--- src/rtl/factorial_seq.sv ---
// Sequential factorial / double-factorial engine using a bit-serial shift-add multiplier.
// One-cycle done pulse with result and sticky overflow; optional saturation on overflow.
module factorial_seq #(
  parameter int unsigned WIDTH    = 32,
  parameter bit          SATURATE = 1'b0
) (
  input  logic             clock,
  input  logic             reset,
  input  logic             start,
  input  logic             mode,
  input  logic [WIDTH-1:0] x,
  output logic             busy,
  output logic             done,
  output logic [WIDTH-1:0] result,
  output logic             overflow
);

  localparam int unsigned PW = 2 * WIDTH;
  localparam int unsigned CW = $clog2(WIDTH);

  typedef enum logic [1:0] {IDLE, MUL, STEP, DONE} state_t;

  state_t           state_q, state_d;
  logic             mode_q, mode_d;
  logic [WIDTH-1:0] acc_q, acc_d;
  logic [WIDTH-1:0] k_q, k_d;
  logic [PW-1:0]    prod_q, prod_d;
  logic [CW-1:0]    bit_q, bit_d;
  logic             ovf_int_q, ovf_int_d;
  logic             busy_q, busy_d;
  logic             done_q, done_d;
  logic [WIDTH-1:0] result_q, result_d;
  logic             overflow_q, overflow_d;

  logic [WIDTH-1:0] step_in;
  logic [WIDTH-1:0] step_cur;
  logic [WIDTH-1:0] k_first;
  logic [WIDTH-1:0] k_next;

  // Next-state and datapath updates
  always_comb begin
    state_d    = state_q;
    mode_d     = mode_q;
    acc_d      = acc_q;
    k_d        = k_q;
    prod_d     = prod_q;
    bit_d      = bit_q;
    ovf_int_d  = ovf_int_q;
    done_d     = 1'b0;
    result_d   = result_q;
    overflow_d = overflow_q;

    step_in  = mode   ? WIDTH'(2) : WIDTH'(1);
    step_cur = mode_q ? WIDTH'(2) : WIDTH'(1);
    k_first  = x - step_in;
    k_next   = k_q - step_cur;

    unique case (state_q)
      IDLE: begin
        if (start) begin
          mode_d    = mode;
          acc_d     = (x > WIDTH'(1)) ? x : WIDTH'(1);
          k_d       = k_first;
          ovf_int_d = 1'b0;
          prod_d    = '0;
          bit_d     = '0;
          state_d   = ((x > WIDTH'(1)) && (k_first > WIDTH'(1))) ? MUL : DONE;
        end
      end
      MUL: begin
        if (k_q[bit_q]) begin
          prod_d = prod_q + (PW'(acc_q) << bit_q);
        end
        bit_d = bit_q + CW'(1);
        if (bit_q == CW'(WIDTH - 1)) begin
          bit_d   = '0;
          state_d = STEP;
        end
      end
      STEP: begin
        // Wrapped low half is carried forward even after an overflow
        ovf_int_d = ovf_int_q | (prod_q[PW-1:WIDTH] != '0);
        acc_d     = prod_q[WIDTH-1:0];
        k_d       = k_next;
        prod_d    = '0;
        state_d   = (k_next > WIDTH'(1)) ? MUL : DONE;
      end
      DONE: begin
        done_d     = 1'b1;
        result_d   = (SATURATE && ovf_int_q) ? '1 : acc_q;
        overflow_d = ovf_int_q;
        state_d    = IDLE;
      end
      default: state_d = IDLE;
    endcase

    busy_d = (state_d != IDLE);
  end

  // State and output registers with synchronous active-low reset
  always_ff @(posedge clock) begin
    if (!reset) begin
      state_q    <= IDLE;
      mode_q     <= 1'b0;
      acc_q      <= '0;
      k_q        <= '0;
      prod_q     <= '0;
      bit_q      <= '0;
      ovf_int_q  <= 1'b0;
      busy_q     <= 1'b0;
      done_q     <= 1'b0;
      result_q   <= '0;
      overflow_q <= 1'b0;
    end else begin
      state_q    <= state_d;
      mode_q     <= mode_d;
      acc_q      <= acc_d;
      k_q        <= k_d;
      prod_q     <= prod_d;
      bit_q      <= bit_d;
      ovf_int_q  <= ovf_int_d;
      busy_q     <= busy_d;
      done_q     <= done_d;
      result_q   <= result_d;
      overflow_q <= overflow_d;
    end
  end

  assign busy     = busy_q;
  assign done     = done_q;
  assign result   = result_q;
  assign overflow = overflow_q;

endmodule

--- config.mk ---
export PLATFORM = sky130hd
export DESIGN_NAME = factorial_seq
export DESIGN_NICKNAME = d
export VERILOG_FILES = /design/src/rtl/factorial_seq.sv
export SDC_FILE = /design/constraint.sdc
export NUM_CORES = 1
export LEC_CHECK = 0
export ABC_AREA = 1
export BUFFER_PORTS_ARGS = -buffer_cell sky130_fd_sc_hd__clkbuf_2
export CAP_MARGIN = 15
export CELL_PAD_IN_SITES_DETAIL_PLACEMENT = 1
export CELL_PAD_IN_SITES_GLOBAL_PLACEMENT = 2
export CORE_UTILIZATION = 30
export CTS_BUF_LIST = sky130_fd_sc_hd__clkbuf_4 sky130_fd_sc_hd__clkbuf_8 sky130_fd_sc_hd__clkbuf_16
export DETAILED_ROUTE_END_ITERATION = 10
export PLACE_DENSITY = 0.82
export SETUP_SLACK_MARGIN = 0.02
export SYNTH_ARGS = -nofsm -noshare
export SYNTH_HDL_FRONTEND = slang
export SYNTH_SLANG_ARGS = --single-unit
--- constraint.sdc ---
create_clock -name clock -period 3.2 [get_ports clock]
set_clock_uncertainty 0.2 [all_clocks]
set_input_delay 0.64 -clock clock [delete_from_list [all_inputs] [get_ports clock]]
set_output_delay 0.64 -clock clock [all_outputs]
set_load 0.02 [all_outputs]
== Yosys cells after proc, flatten, opt, wreduce, memory -nomap -nowiden ==
Cells that the tools add are included.

* Shifts and indexed selects: 1
* Bitwise logic cells: 1
* $lt $le $gt $ge: 4
* Reductions and logical operators: 11
* Muxes and demuxes: 23
* Equality and inequality tests: 6
* Add/sub/neg operators: 4

{| class="wikitable"
|+ Operators with widths
! kind !! number
|-
| 64-bit case mux with 3 select lines || 1
|-
| 64-bit two-way mux || 2
|-
| 32-bit case mux with 2 select lines || 2
|-
| 32-bit by 1-bit > comparator with 1-bit output, second input constant || 3
|-
| 32-bit two-way mux || 3
|-
| 64-bit adder || 1
|-
| 32-bit by 5-bit left shift with 64-bit output || 1
|-
| 32-bit by 2-bit subtractor with 32-bit output || 2
|-
| 32-bit nonzero test || 1
|-
| 2-bit two-way mux || 6
|-
| 5-bit two-way mux || 2
|-
| 5-bit case mux with 2 select lines || 1
|-
| 2-bit case mux with 4 select lines || 1
|-
| 5-bit by 6-bit < comparator with 1-bit output, second input constant || 1
|-
| 2-bit AND reduction || 3
|-
| 2-bit nonzero test || 3
|-
| 5-bit by 1-bit adder with 5-bit output, second input constant || 1
|-
| 1-bit binary-select mux with 5-bit select || 1
|-
| 5-bit == test, second input constant || 1
|-
| 2-bit == test, second input constant || 2
|-
| 2-bit inequality test, second input constant || 2
|-
| 1-bit two-way mux || 3
|-
| 3-bit AND reduction || 1
|-
| 3-bit nonzero test || 1
|-
| 5 further kinds || 5
|}

* Output and inout port bits: 35
* Bits in registers: 172
* Logic and storage cells: 61
* Input port bits: 36

== Logic depth before layout (Yosys ltp) ==
* Depth after elaboration: 8
* Mapped depth: 28
* Depth with buffers taken out: 26

== Least setup slack after synthesis ==
No wires, ideal clock.

* Path type: register to register
* From: register bit_q[0]
* To: register prod_q[27]
* Setup slack: -234 ps
* Arrival: 3,117 ps
* Setup time: 117 ps
* Data required time: 2,883 ps
* Buffers on the path: 4
* Period minus slack after synthesis: 3,434 ps
* Cell stages (with the launch flop): 21
* Path through: dfxtp_1 buf_4 buf_4 buf_4 buf_2 nor2_1 o21ai_0 nor2_1 inv_1 nand2_1 o21ai_0 mux2i_1 ha_1 a21oi_1 a21boi_0 o21ai_0 a21oi_1 o21ai_0 or2_2 a21oi_1 nor2_1

* Word-level cells in the longest chain between the ends: 4
* Elaborated cells between the ends (all ways): 8
* Classes of those cells: 1 x add/sub; 1 x eq/ne; 1 x shift; 4 x mux; 1 x reduce/logical

{| class="wikitable"
|+ RTL lines
! what !! RTL line !! RTL
|-
| start, declared || 28 || <nowiki>logic [CW-1:0] bit_q, bit_d;</nowiki>
|-
| start signal, assigned || 120 || <nowiki>bit_q <= bit_d;</nowiki>
|-
| 32-bit by 5-bit left shift with 64-bit output or 1-bit binary-select mux with 5-bit select (tied branches) || 72, 71 ||
|-
| 64-bit adder or 1-bit two-way mux (tied branches) || 72, 71 ||
|-
| 64-bit two-way mux or 2-bit inequality test (tied branches) || -- ||
|-
| 64-bit case mux with 3 select lines or 3-bit AND reduction (tied branches) || -- ||
|-
| end signal, assigned || 119 || <nowiki>prod_q <= prod_d;</nowiki>
|-
| end, declared || 27 || <nowiki>logic [PW-1:0] prod_q, prod_d;</nowiki>
|}

Parallel ways exist; a longest one is shown, timed or not. The select of a mux whose other input is x is not followed.
A chain may end at the register's enable or synchronous reset.

== Final worst setup path ==
* From: register bit_q[0]
* To: register prod_q[53]

Same word-level chain as after synthesis.

==> impl_metrics.tcl <==
set metrics [dict create \
    drv_slew 0 \
    outcome "complete, but fails checks" \
    initial_utilization 0.304 \
    final_cells 3907 \
    finalHoldViolations 0 \
    grt_pass1_wl_um 130000 \
    synth_seq_cells 172 \
    dp_hpwl_um 69200 \
    core_area_um2 51500 \
    path_class "flop to flop" \
    grt.overflow.total 0 \
    nets 3321 \
    worst_pin_slew_ns 0.917 \
    worst_setup_path_end_kind "flop" \
    ys_seq_area_frac 0.220 \
    setup_ws_ns -0.621 \
    row_count 83 \
    clock_sinks 172 \
    grt_util_all_layers 0.323 \
    startpoint "bit_q[0]$_SDFFE_PN0P_" \
    grt_pass1_vias 22100 \
    top_usage_layer "met2" \
    grt_max_degree 117 \
    die_y_um 231 \
    dpl.cell_count 3822 \
    htree_num_levels 4 \
    vdd_drop_max_mv 0.557 \
    cts_tree "yes" \
    drc 0 \
    syn_inst 2734 \
    via_count 21000 \
    first_iter_violations 1104 \
    crit_fanout 13 \
    vias_per_cell 5.38 \
    firstDrtPassIters 5 \
    power.density_nw_per_um2 319 \
    fmax_mhz 262 \
    synth_fp_nets 2842 \
    cts_buffers 17 \
    drt_wl_total_um 88300 \
    fillers 6771 \
    rsz0062_at_grt "yes" \
    min_period_ns 3.82 \
    power_leakage_nw 10.3 \
    drive_gt1_frac 0.349 \
    fin_setup_tns_ns -24.43 \
    io_pins 71 \
    cap_violations 0 \
    io_buffers 70 \
    hold_buffers 0 \
    dieArea_um2 53200 \
    hold_class "primary input to flop" \
    min_period_over_period 1.19 \
    grt_use_met2 0.565 \
    relSlewSlack 0.385 \
    timing.rr.start "bit_q[0]$_SDFFE_PN0P_" \
    setup_viol_count_final 57 \
    startpoint_type "flop" \
    synth_area_um2 15700 \
    place.gp.congestion 1.01 \
    area_delta_synth_final_pct 49.0 \
    use_met3 0.0584 \
    ant_nets 0 \
    worstPathArrival_ns 4.07 \
    root_buffer "clkbuf_16" \
    grt_use_met1 0.352 \
    clk_latency_ns 0.52 \
    postPlaceCellArea_um2 19900 \
    ys_warn_count 0 \
    violations "negative setup slack" \
    antenna_found_initial 4 \
    wl_per_cell_um 22.6 \
    fp.dieW_um 231 \
    endpoint "prod_q[53]$_SDFFE_PN0P_" \
    clockBufferDepth 2 \
    ff2ff_path_depth 24 \
    r2r-end "prod_q[53]$_SDFFE_PN0P_" \
    r2r_setup_slack_ns -0.62 \
    cts.clk_slew.worst_paths_ns 0.09 \
    synthDistinctLibCells 46 \
    avgSynthCellArea_um2 5.73 \
    min-delay-start "x[10]" \
    stdcell_area_um2 23400 \
    required_ns 3.45 \
]
[what timing repair did]
action / CTS / global route
gates cloned: 0 / 1
setup endpoints to repair: 60 / 60
setup buffers: 36 / 15
pin swaps: 75 / 87
resized for setup: 419 / 276
[worst min path at each step]
stage,end,slack [ns],depth (start not counted)
global route,acc_q[10]$_SDFFE_PN0P_,0.29,5
finish,acc_q[10]$_SDFFE_PN0P_,0.29,5
floorplan,prod_q[5]$_SDFFE_PN0P_,0.25,2
CTS,mode_q$_SDFFE_PN0P_,0.27,4
global placement,result[15]$_SDFFE_PN0P_,0.27,2
detailed placement,result[23]$_SDFFE_PN0P_,0.28,2
[report_power, final]
part / switching (W) / leakage, nW / total (W) / internal, W
Sequential: 0.000178 / 1.40 / 0.00242 / 0.00224
Combinational: 0.00163 / 8.64 / 0.00270 / 0.00107
Clock: 0.00126 / 0.295 / 0.00232 / 0.00107
[cells in the final DEF (no fill, tap or decap), drive strengths merged, types with 3 or more instances in the layout]
master / count
a211oi: 3
a21boi: 4
a21o: 3
a21oi: 190
a22oi: 29
a31oi: 16
and3: 4
buf: 495
clkbuf: 86
clkinv: 12
dfxtp: 172
fa: 3
ha: 69
inv: 345
mux2i: 24
nand2: 688
nand3: 218
nand3b: 8
nand4: 30
nor2: 414
nor3: 26
nor4: 14
o211ai: 6
o21a: 6
o21ai: 267
o21bai: 17
o221ai: 7
o22ai: 17
o31ai: 5
or2: 17
xor2: 26
[kinds of logic (layout without fill, tap and decap cells)]
group / after synthesis / in the layout / synth area share
simple gates: 1419 / 1419 / 0.378
buf+inv: 447 / 939 / 0.113
fa+ha+maj: 72 / 72 / 0.0589
xor+xnor: 27 / 27 / 0.0151
flops: 172 / 172 / 0.220
compound gates: 573 / 573 / 0.200
mux: 24 / 24 / 0.0153
other cells: 0 / 1 / 0
[state kept, by name, indices dropped and copies added (netlist names)]
signal	count
state_q	2
busy	1
ovf_int_q	1
overflow	1
k_q	32
acc_q	32
done	1
prod_q	64
bit_q	5
result	32
mode_q	1
[worst max-delay path, stage by stage (launching register included)]
cell and delay, ns:
dfxtp_4 0.41, buf_12 0.15, buf_4 0.13, nand2_1 0.06, nand3_1 0.09, nand2_1 0.10
o21ai_0 0.30, buf_4 0.21, mux2i_1 0.07, inv_1 0.11, nand2_2 0.09, o31ai_4 0.10
ha_4 0.26, buf_6 0.13, nand2_2 0.11, nor2_1 0.08, nor2_2 0.16, a21boi_1 0.24
buf_4 0.14, nor2_1 0.04, nor2_1 0.17, nand3_1 0.13, nand2_1 0.08, nand3_1 0.06
a21oi_1 0.12
[per-stage QoR]
step / hold WS (ns) / util / total power (W) / setup WS, ns
after floorplan: 0.245 / - / 0.00352 / -0.00445
after global placement: 0.269 / 0.387 / 0.00454 / -1.11
after detailed placement: 0.278 / 0.387 / 0.00460 / -1.14
after CTS: 0.272 / 0.428 / 0.00717 / -0.461
after global routing: 0.289 / 0.453 / 0.00774 / -0.778
final: 0.288 / 0.453 / 0.00744 / -0.621
[area by class of cell]
| class | count | area [um^2] | share of cell area |
|---|---|---|---|
| flip-flops and latches | 172 | 3450 | 0.148 |
| diodes | 1 | 2.50 | 0.000107 |
| repair buffers | 564 | 4280 | 0.183 |
| inverters | 343 | 1290 | 0.0553 |
| clock inverters | 15 | 193 | 0.00825 |
| multi-input cells | 2115 | 12900 | 0.551 |
| well taps | 680 | 851 | 0.0364 |
| clock buffers | 17 | 425 | 0.0182 |
[synthesized netlist by cell type (all sizes together)]
cell,count,area share
a31oi,16,0.0064
a21o,3,0.0014
inv,339,0.081
nand4,30,0.012
buf,40,0.015
nor2,414,0.10
nor4,14,0.0056
o21bai,17,0.0081
ha,69,0.055
a31o,1,0.00056
a211oi,3,0.0014
and3,4,0.0016
o31ai,5,0.0024
xnor2,1,0.00056
nand3b,8,0.0038
xor2,26,0.015
clkinv,4,0.00096
o22ai,17,0.0068
o21a,6,0.0029
or2,17,0.0068
mux2i,24,0.015
fa,3,0.0038
o211ai,6,0.0029
a21boi,4,0.0019
nand3,218,0.070
o21ai,267,0.085
clkbuf,64,0.015
a221oi,2,0.0011
o221ai,7,0.0039
dfxtp,172,0.22
nor3,26,0.0083
a22oi,29,0.014
nand2,688,0.17
a21oi,190,0.061
[per-layer routing]
layer  wire length, um  vias up  share of wire
met5                42        -        0.00048
met2             43200      560           0.49
met1             34000    10200           0.39
met4              6740        6          0.076
met3              4260      275          0.048
li1                  -     9939              -
Power figures use the tool's default switching activity.
